===== src/rtl/fpu_pkg.sv =====
// Shared encodings for the FP issue stage: op codes, per-unit handshake state, unit id.
// Latency: none (types and constants only).
// Backpressure: not applicable.
package fpu_pkg;

    localparam logic [1:0] FOP_ADD  = 2'd0;
    localparam logic [1:0] FOP_DIV  = 2'd1;
    localparam logic [1:0] FOP_SQRT = 2'd2;
    localparam logic [1:0] FOP_RSVD = 2'd3;

    typedef logic [1:0] unit_id_t;

    typedef enum logic [1:0] {
        U_IDLE  = 2'd0,
        U_ORDER = 2'd1,
        U_WAIT  = 2'd2,
        U_FULL  = 2'd3
    } ustate_t;

endpackage


===== src/rtl/fpu_unit_port.sv =====
// One FP unit's order/accepted/done handshake with operand, tag and result holding registers.
// Latency: issue -> order next cycle; done -> result held (FULL) next cycle.
// Backpressure: operands held while order waits for accepted; result held in FULL until retired.
module fpu_unit_port
    import fpu_pkg::*;
#(
    parameter int TAGW = 5,
    parameter int OPW  = 64
) (
    input  logic            clk,
    input  logic            rst,
    input  logic            issue,
    input  logic [OPW-1:0]  issue_ops,
    input  logic [TAGW-1:0] issue_tag,
    input  logic            accepted,
    input  logic            done,
    input  logic [31:0]     rd,
    input  logic            retire,
    output logic            order,
    output logic [OPW-1:0]  ops,
    output logic [31:0]     res,
    output logic [TAGW-1:0] tag,
    output ustate_t         state,
    output logic            spur
);

    ustate_t nxt;
    logic    ld_op;
    logic    ld_res;

    always_ff @(posedge clk) begin
        if (rst) begin
            state <= U_IDLE;
            ops   <= '0;
            res   <= '0;
            tag   <= '0;
        end else begin
            state <= nxt;
            if (ld_op) begin
                ops <= issue_ops;
                tag <= issue_tag;
            end
            if (ld_res) begin
                res <= rd;
            end
        end
    end

    // done is only meaningful in WAIT, or in ORDER when it coincides with accepted
    always_comb begin
        nxt    = state;
        ld_op  = 1'b0;
        ld_res = 1'b0;
        spur   = 1'b0;
        case (state)
            U_IDLE: begin
                spur = done;
                if (issue) begin
                    nxt   = U_ORDER;
                    ld_op = 1'b1;
                end
            end
            U_ORDER: begin
                if (accepted) begin
                    ld_res = done;
                    nxt    = done ? U_FULL : U_WAIT;
                end else begin
                    spur = done;
                end
            end
            U_WAIT: begin
                if (done) begin
                    ld_res = 1'b1;
                    nxt    = U_FULL;
                end
            end
            U_FULL: begin
                spur = done;
                if (retire) begin
                    nxt = U_IDLE;
                end
            end
            default: nxt = U_IDLE;
        endcase
    end

    assign order = (state == U_ORDER);

endmodule


===== src/rtl/fpu_dispatch.sv =====
// In-order FP issue stage: dispatches to fadd/fdiv/fsqrt, returns results in issue order with tag.
// Latency: accept -> order +1 cycle; unit done -> resp_valid +1 cycle when at head.
// Backpressure: req_ready drops when order FIFO full or target unit busy; results held until resp_ready.
module fpu_dispatch
    import fpu_pkg::*;
#(
    parameter int DEPTH = 4,
    parameter int TAGW  = 5
) (
    input  logic            clk,
    input  logic            rst,
    input  logic            req_valid,
    output logic            req_ready,
    input  logic [1:0]      req_op,
    input  logic [31:0]     req_rs1,
    input  logic [31:0]     req_rs2,
    input  logic [TAGW-1:0] req_tag,
    output logic            add_order,
    output logic            div_order,
    output logic            sqrt_order,
    input  logic            add_accepted,
    input  logic            div_accepted,
    input  logic            sqrt_accepted,
    input  logic            add_done,
    input  logic            div_done,
    input  logic            sqrt_done,
    output logic [31:0]     add_rs1,
    output logic [31:0]     add_rs2,
    output logic [31:0]     div_rs1,
    output logic [31:0]     div_rs2,
    output logic [31:0]     sqrt_rs1,
    input  logic [31:0]     add_rd,
    input  logic [31:0]     div_rd,
    input  logic [31:0]     sqrt_rd,
    output logic            resp_valid,
    input  logic            resp_ready,
    output logic [31:0]     resp_rd,
    output logic [TAGW-1:0] resp_tag
);

    localparam int PW = $clog2(DEPTH);
    localparam logic [PW:0] PTR_ONE = {{PW{1'b0}}, 1'b1};

    logic [PW:0]     wr_ptr;
    logic [PW:0]     rd_ptr;
    unit_id_t        fifo_mem [DEPTH];
    logic            fifo_empty;
    logic            fifo_full;
    logic            push;
    logic            pop;
    unit_id_t        head_id;

    ustate_t         st_add, st_div, st_sqrt;
    logic [31:0]     res_add, res_div, res_sqrt;
    logic [TAGW-1:0] tag_add, tag_div, tag_sqrt;
    logic            spur_add, spur_div, spur_sqrt;
    logic            spurious;
    logic            spurious_unused;

    logic            req_unit_idle;
    logic            head_full;
    logic [31:0]     head_rd;
    logic [TAGW-1:0] head_tag;

    assign fifo_empty = (wr_ptr == rd_ptr);
    assign fifo_full  = (wr_ptr[PW] != rd_ptr[PW]) && (wr_ptr[PW-1:0] == rd_ptr[PW-1:0]);
    assign head_id    = fifo_mem[rd_ptr[PW-1:0]];

    // Reserved op never matches a unit, so it can never be accepted
    always_comb begin
        req_unit_idle = 1'b0;
        case (req_op)
            FOP_ADD:  req_unit_idle = (st_add  == U_IDLE);
            FOP_DIV:  req_unit_idle = (st_div  == U_IDLE);
            FOP_SQRT: req_unit_idle = (st_sqrt == U_IDLE);
            default:  req_unit_idle = 1'b0;
        endcase
    end

    assign req_ready = ~rst & ~fifo_full & req_unit_idle;
    assign push      = req_valid & req_ready;

    always_comb begin
        head_full = 1'b0;
        head_rd   = '0;
        head_tag  = '0;
        case (head_id)
            FOP_ADD:  begin head_full = (st_add  == U_FULL); head_rd = res_add;  head_tag = tag_add;  end
            FOP_DIV:  begin head_full = (st_div  == U_FULL); head_rd = res_div;  head_tag = tag_div;  end
            FOP_SQRT: begin head_full = (st_sqrt == U_FULL); head_rd = res_sqrt; head_tag = tag_sqrt; end
            default:  head_full = 1'b0;
        endcase
    end

    assign resp_valid = ~fifo_empty & head_full;
    assign resp_rd    = resp_valid ? head_rd  : '0;
    assign resp_tag   = resp_valid ? head_tag : '0;
    assign pop        = resp_valid & resp_ready;

    always_ff @(posedge clk) begin
        if (rst) begin
            wr_ptr   <= '0;
            rd_ptr   <= '0;
            spurious <= 1'b0;
        end else begin
            if (push) begin
                fifo_mem[wr_ptr[PW-1:0]] <= req_op;
                wr_ptr <= wr_ptr + PTR_ONE;
            end
            if (pop) begin
                rd_ptr <= rd_ptr + PTR_ONE;
            end
            if (spur_add | spur_div | spur_sqrt) begin
                spurious <= 1'b1;
            end
        end
    end

    // Debug-only sticky flag, observed through hierarchy
    assign spurious_unused = spurious;

    fpu_unit_port #(.TAGW(TAGW), .OPW(64)) u_add (
        .clk       (clk),
        .rst       (rst),
        .issue     (push && (req_op == FOP_ADD)),
        .issue_ops ({req_rs2, req_rs1}),
        .issue_tag (req_tag),
        .accepted  (add_accepted),
        .done      (add_done),
        .rd        (add_rd),
        .retire    (pop && (head_id == FOP_ADD)),
        .order     (add_order),
        .ops       ({add_rs2, add_rs1}),
        .res       (res_add),
        .tag       (tag_add),
        .state     (st_add),
        .spur      (spur_add)
    );

    fpu_unit_port #(.TAGW(TAGW), .OPW(64)) u_div (
        .clk       (clk),
        .rst       (rst),
        .issue     (push && (req_op == FOP_DIV)),
        .issue_ops ({req_rs2, req_rs1}),
        .issue_tag (req_tag),
        .accepted  (div_accepted),
        .done      (div_done),
        .rd        (div_rd),
        .retire    (pop && (head_id == FOP_DIV)),
        .order     (div_order),
        .ops       ({div_rs2, div_rs1}),
        .res       (res_div),
        .tag       (tag_div),
        .state     (st_div),
        .spur      (spur_div)
    );

    fpu_unit_port #(.TAGW(TAGW), .OPW(32)) u_sqrt (
        .clk       (clk),
        .rst       (rst),
        .issue     (push && (req_op == FOP_SQRT)),
        .issue_ops (req_rs1),
        .issue_tag (req_tag),
        .accepted  (sqrt_accepted),
        .done      (sqrt_done),
        .rd        (sqrt_rd),
        .retire    (pop && (head_id == FOP_SQRT)),
        .order     (sqrt_order),
        .ops       (sqrt_rs1),
        .res       (res_sqrt),
        .tag       (tag_sqrt),
        .state     (st_sqrt),
        .spur      (spur_sqrt)
    );

endmodule

===== config.mk =====
export PLATFORM = sky130hd
export DESIGN_NAME = fpu_dispatch
export DESIGN_NICKNAME = d
export VERILOG_FILES = /design/src/rtl/fpu_pkg.sv /design/src/rtl/fpu_unit_port.sv /design/src/rtl/fpu_dispatch.sv
export SDC_FILE = /design/constraint.sdc
export NUM_CORES = 1
export LEC_CHECK = 0
export CORE_MARGIN = 8
export CORE_UTILIZATION = 45
export CTS_BUF_LIST = sky130_fd_sc_hd__clkbuf_8
export DETAILED_ROUTE_END_ITERATION = 16
export PLACE_DENSITY_LB_ADDON = 0.3
export SYNTH_ARGS = -nofsm -noshare
export SYNTH_HDL_FRONTEND = slang
export SYNTH_SLANG_ARGS = --single-unit

===== constraint.sdc =====
create_clock -name clk -period 3.1 [get_ports clk]
set_input_delay 0.465 -clock clk [delete_from_list [all_inputs] [get_ports clk]]
set_output_delay 0.465 -clock clk [all_outputs]
set_load 0.005 [all_outputs]

==> results.json <==
{
  "critPathBufInv": 3,
  "setup_violations": 0,
  "cts_tree": "built",
  "track_usage_pct": 25.24,
  "crit_type": "register to output pin",
  "die_x_um": 177.4,
  "worst-path-stages": 8,
  "cts_root_buf": "clkbuf_8",
  "grt_pass1_vias": 11430,
  "final_max_slew_viol_count": 0,
  "worstPathCellList": "mux4_2 > mux2i_1 > o21a_2 > o21bai_4 > buf_12 > buf_16 > a211oi_2 > buf_2",
  "yosys.area.top_type": "dfxtp_1",
  "place_hpwl_um": 28450,
  "cts_num_sinks": 293,
  "cts_max_level": 2,
  "portBuffers": 378,
  "row_count": 59,
  "clk_pin_slew_ps": 60,
  "crit_family": "multiplexers",
  "vias_per_cell": 5.244,
  "synth_ff_type": "dfxtp_1",
  "fmax_mhz": 323.7,
  "max_stage_delay_ps": 550,
  "ys_ff_latch": 293,
  "fin_crit_sh_pct": 99.67,
  "p_per_area_nw_per_um2": 531.5,
  "antenna_found_initial": 1,
  "drt-total-wl_um": 41830,
  "final_core_utilization_pct": 65.37,
  "fin_nets": 2009,
  "drt_first_pass_iters": 5,
  "irDropWorstVdd_v": 0.0004051,
  "ant_nets": 0,
  "synth-seq-area-share_pct": 50.72,
  "drt_iter0_drc": 767,
  "drt-wirelength-per-cell_um": 19.08,
  "clock_latency_ps": 560,
  "p_leak_nw": 6.055,
  "crit_slowest_cell": "mux4_2",
  "fillCellCount": 2123,
  "relSlewSlack_pct": 26.91,
  "die_h_um": 177.4,
  "pin_count": 379,
  "max_cap_violations": 0,
  "start_util_pct": 45.37,
  "yosysWarnings": 0,
  "place_ws_ps": 95.21,
  "endpoint": "resp_rd[9]",
  "num_vias": 11490,
  "cts_buffers": 49,
  "grt_pass1_wl_um": 63370,
  "seqCellArea_sq_um": 5947,
  "core_sq_um": 25840,
  "syn_avg_cell_area_sq_um": 8.035,
  "period_minus_slack_ps": 3090,
  "syn_area_sq_um": 11720,
  "start_kind": "register",
  "status": "complete, no violations",
  "regToRegSetupSlack_ps": 660,
  "place.gp.congestion": 0.9228,
  "grt_max_degree": 102,
  "yosysMostFrequentCell": "nand2_1",
  "grt-ovfl-total": 0,
  "fin_skew_ps": 21.07,
  "async_flop_share_pct": 0,
  "netlist-cell-type-count": 50,
  "synthCells": 1459,
  "r2r_end": "u_add.ops[49]",
  "die-area_sq_um": 31470,
  "rsz0062_at_grt": "yes",
  "required_ps": 2630,
  "synthToLayoutAreaGrowth_pct": 44.08,
  "hold_viol_final": 0,
  "tightest_slew_ps": 1096,
  "synth_common_cells": "550 x nand2_1, 285 x dfxtp_1, 279 x a21oi_1",
  "crit_path_end_kind": "output pin",
  "drc": 0,
  "synth.top_cell.area_share_pct": 48.67,
  "r2r-start": "wr_ptr[0]",
  "fin_ws_ps": 10.38,
  "multi_input_area_sq_um": 5335,
  "cp_max_fo": 9,
  "reg2reg_depth": 6,
  "cts.path.max_buffers": 3,
  "power_mw": 8.978,
  "synth_top_cells_by_area": "dfxtp_1 49%, nand2_1 18%, a21oi_1 12%, mux2i_1 3.6%, clkbuf_1 2.3%",
  "crit_arrival_ps": 2620,
  "min_path_type": "input port to register",
  "synth_edf_count": 8,
  "layout-drive-gt1-share_pct": 10.89,
  "synth_nets": 1654
}
placed cells by master, fill, tap and decap left out, types with 5 or more instances in the layout:
cell type / count
nor2_1: 41
a211oi_2: 35
clkbuf_8: 69
clkdlybuf4s50_1: 339
inv_1: 29
buf_2: 35
edfxtp_1: 8
and3_1: 9
mux2i_1: 42
nand2_1: 550
clkinv_2: 8
or3_1: 6
ha_1: 18
buf_4: 21
a21oi_1: 279
o21ai_0: 5
dfxtp_1: 284
buf_12: 8
registers in the layout (all words and copies together), names as in the netlist, named ones only:
register	flops
u_sqrt.res	32
u_sqrt.ops	32
u_add.state	2
u_sqrt.tag	5
u_add.ops	64
u_div.ops	64
u_sqrt.state	2
u_add.res	32
u_div.state	2
fifo_mem	8
u_add.tag	5
rd_ptr	3
wr_ptr	3
u_div.tag	5
u_div.res	32
worst reg2reg max path: stages, from the launching register on:
cell and delay, ps:
dfxtp_1 430, xor2_1 430, o311a_2 330, nand3_2 530
buf_12 400, nand2_1 110, a21oi_1 70
cell type report:
| cell class | count | area share [%] |
|---|---|---|
| tap | 335 | 2.482 |
| antenna | 2 | 0.02963 |
| timing repair buffer | 411 | 23.76 |
| sequential | 293 | 35.21 |
| inverter | 18 | 0.4000 |
| multi-input combinational | 1041 | 31.59 |
| clock buffer | 68 | 5.541 |
| clock inverter | 24 | 0.9927 |
cells by family after synthesis:
logic type	synth area share [%]
compound gates	17.24
simple gates	20.93
mux	4.067
fa+ha+maj	1.921
buf+inv	4.675
flops	50.72
xor+xnor	0.4483
through the flow:
stage	TNS, ps	std cells	hold slack (ps)	area, sq um
after floorplan	0	1459	432.2	11720
after global placement	0	2090	436.8	15750
after detailed placement	0	2090	442.4	15750
after CTS	-258.5	2189	145.1	16900
after global routing	-1804	2191	160.5	16890
final	0	2192	189.1	16890
worst min path at each step:
stage	from	end	cells after the start
finish	rst	u_add.ops[10]	2
global route	rst	u_add.ops[10]	2
CTS	rst	u_add.ops[10]	2
detailed placement	u_div.ops[26]	u_div.ops[26]	2
global placement	u_div.ops[45]	u_div.ops[45]	2
floorplan	u_div.tag[0]	u_div.tag[0]	2
report_power, final:
group | internal (mW) | leakage (nW) | switching, mW
sequential | 3.92 | 2.37 | 0.0903
combinational | 0.603 | 3.07 | 0.650
clock | 2.13 | 0.613 | 1.58
what timing repair did:
| action | 4_1_cts | 5_1_grt |
|---|---|---|
| gates cloned | 3 | 0 |
| gates resized for setup | 156 | 12 |
| hold buffers | 0 | 0 |
| pin swaps | 1 | 1 |
| buffers inserted | 5 | 1 |
| endpoints found under the setup margin | 38 | 37 |
layer usage:
| metal | up-vias | routed length [um] | GRT usage (%) |
|---|---|---|---|
| met5 | - | 0 | 0 |
| met1 | 5368 | 15840 | 27.73 |
| li1 | 5534 | - | - |
| met2 | 485 | 19450 | 41.75 |
| met3 | 107 | 4666 | 10.89 |
| met4 | 0 | 1883 | 11.46 |
Note: power is estimated with default switching activity, not from simulation.
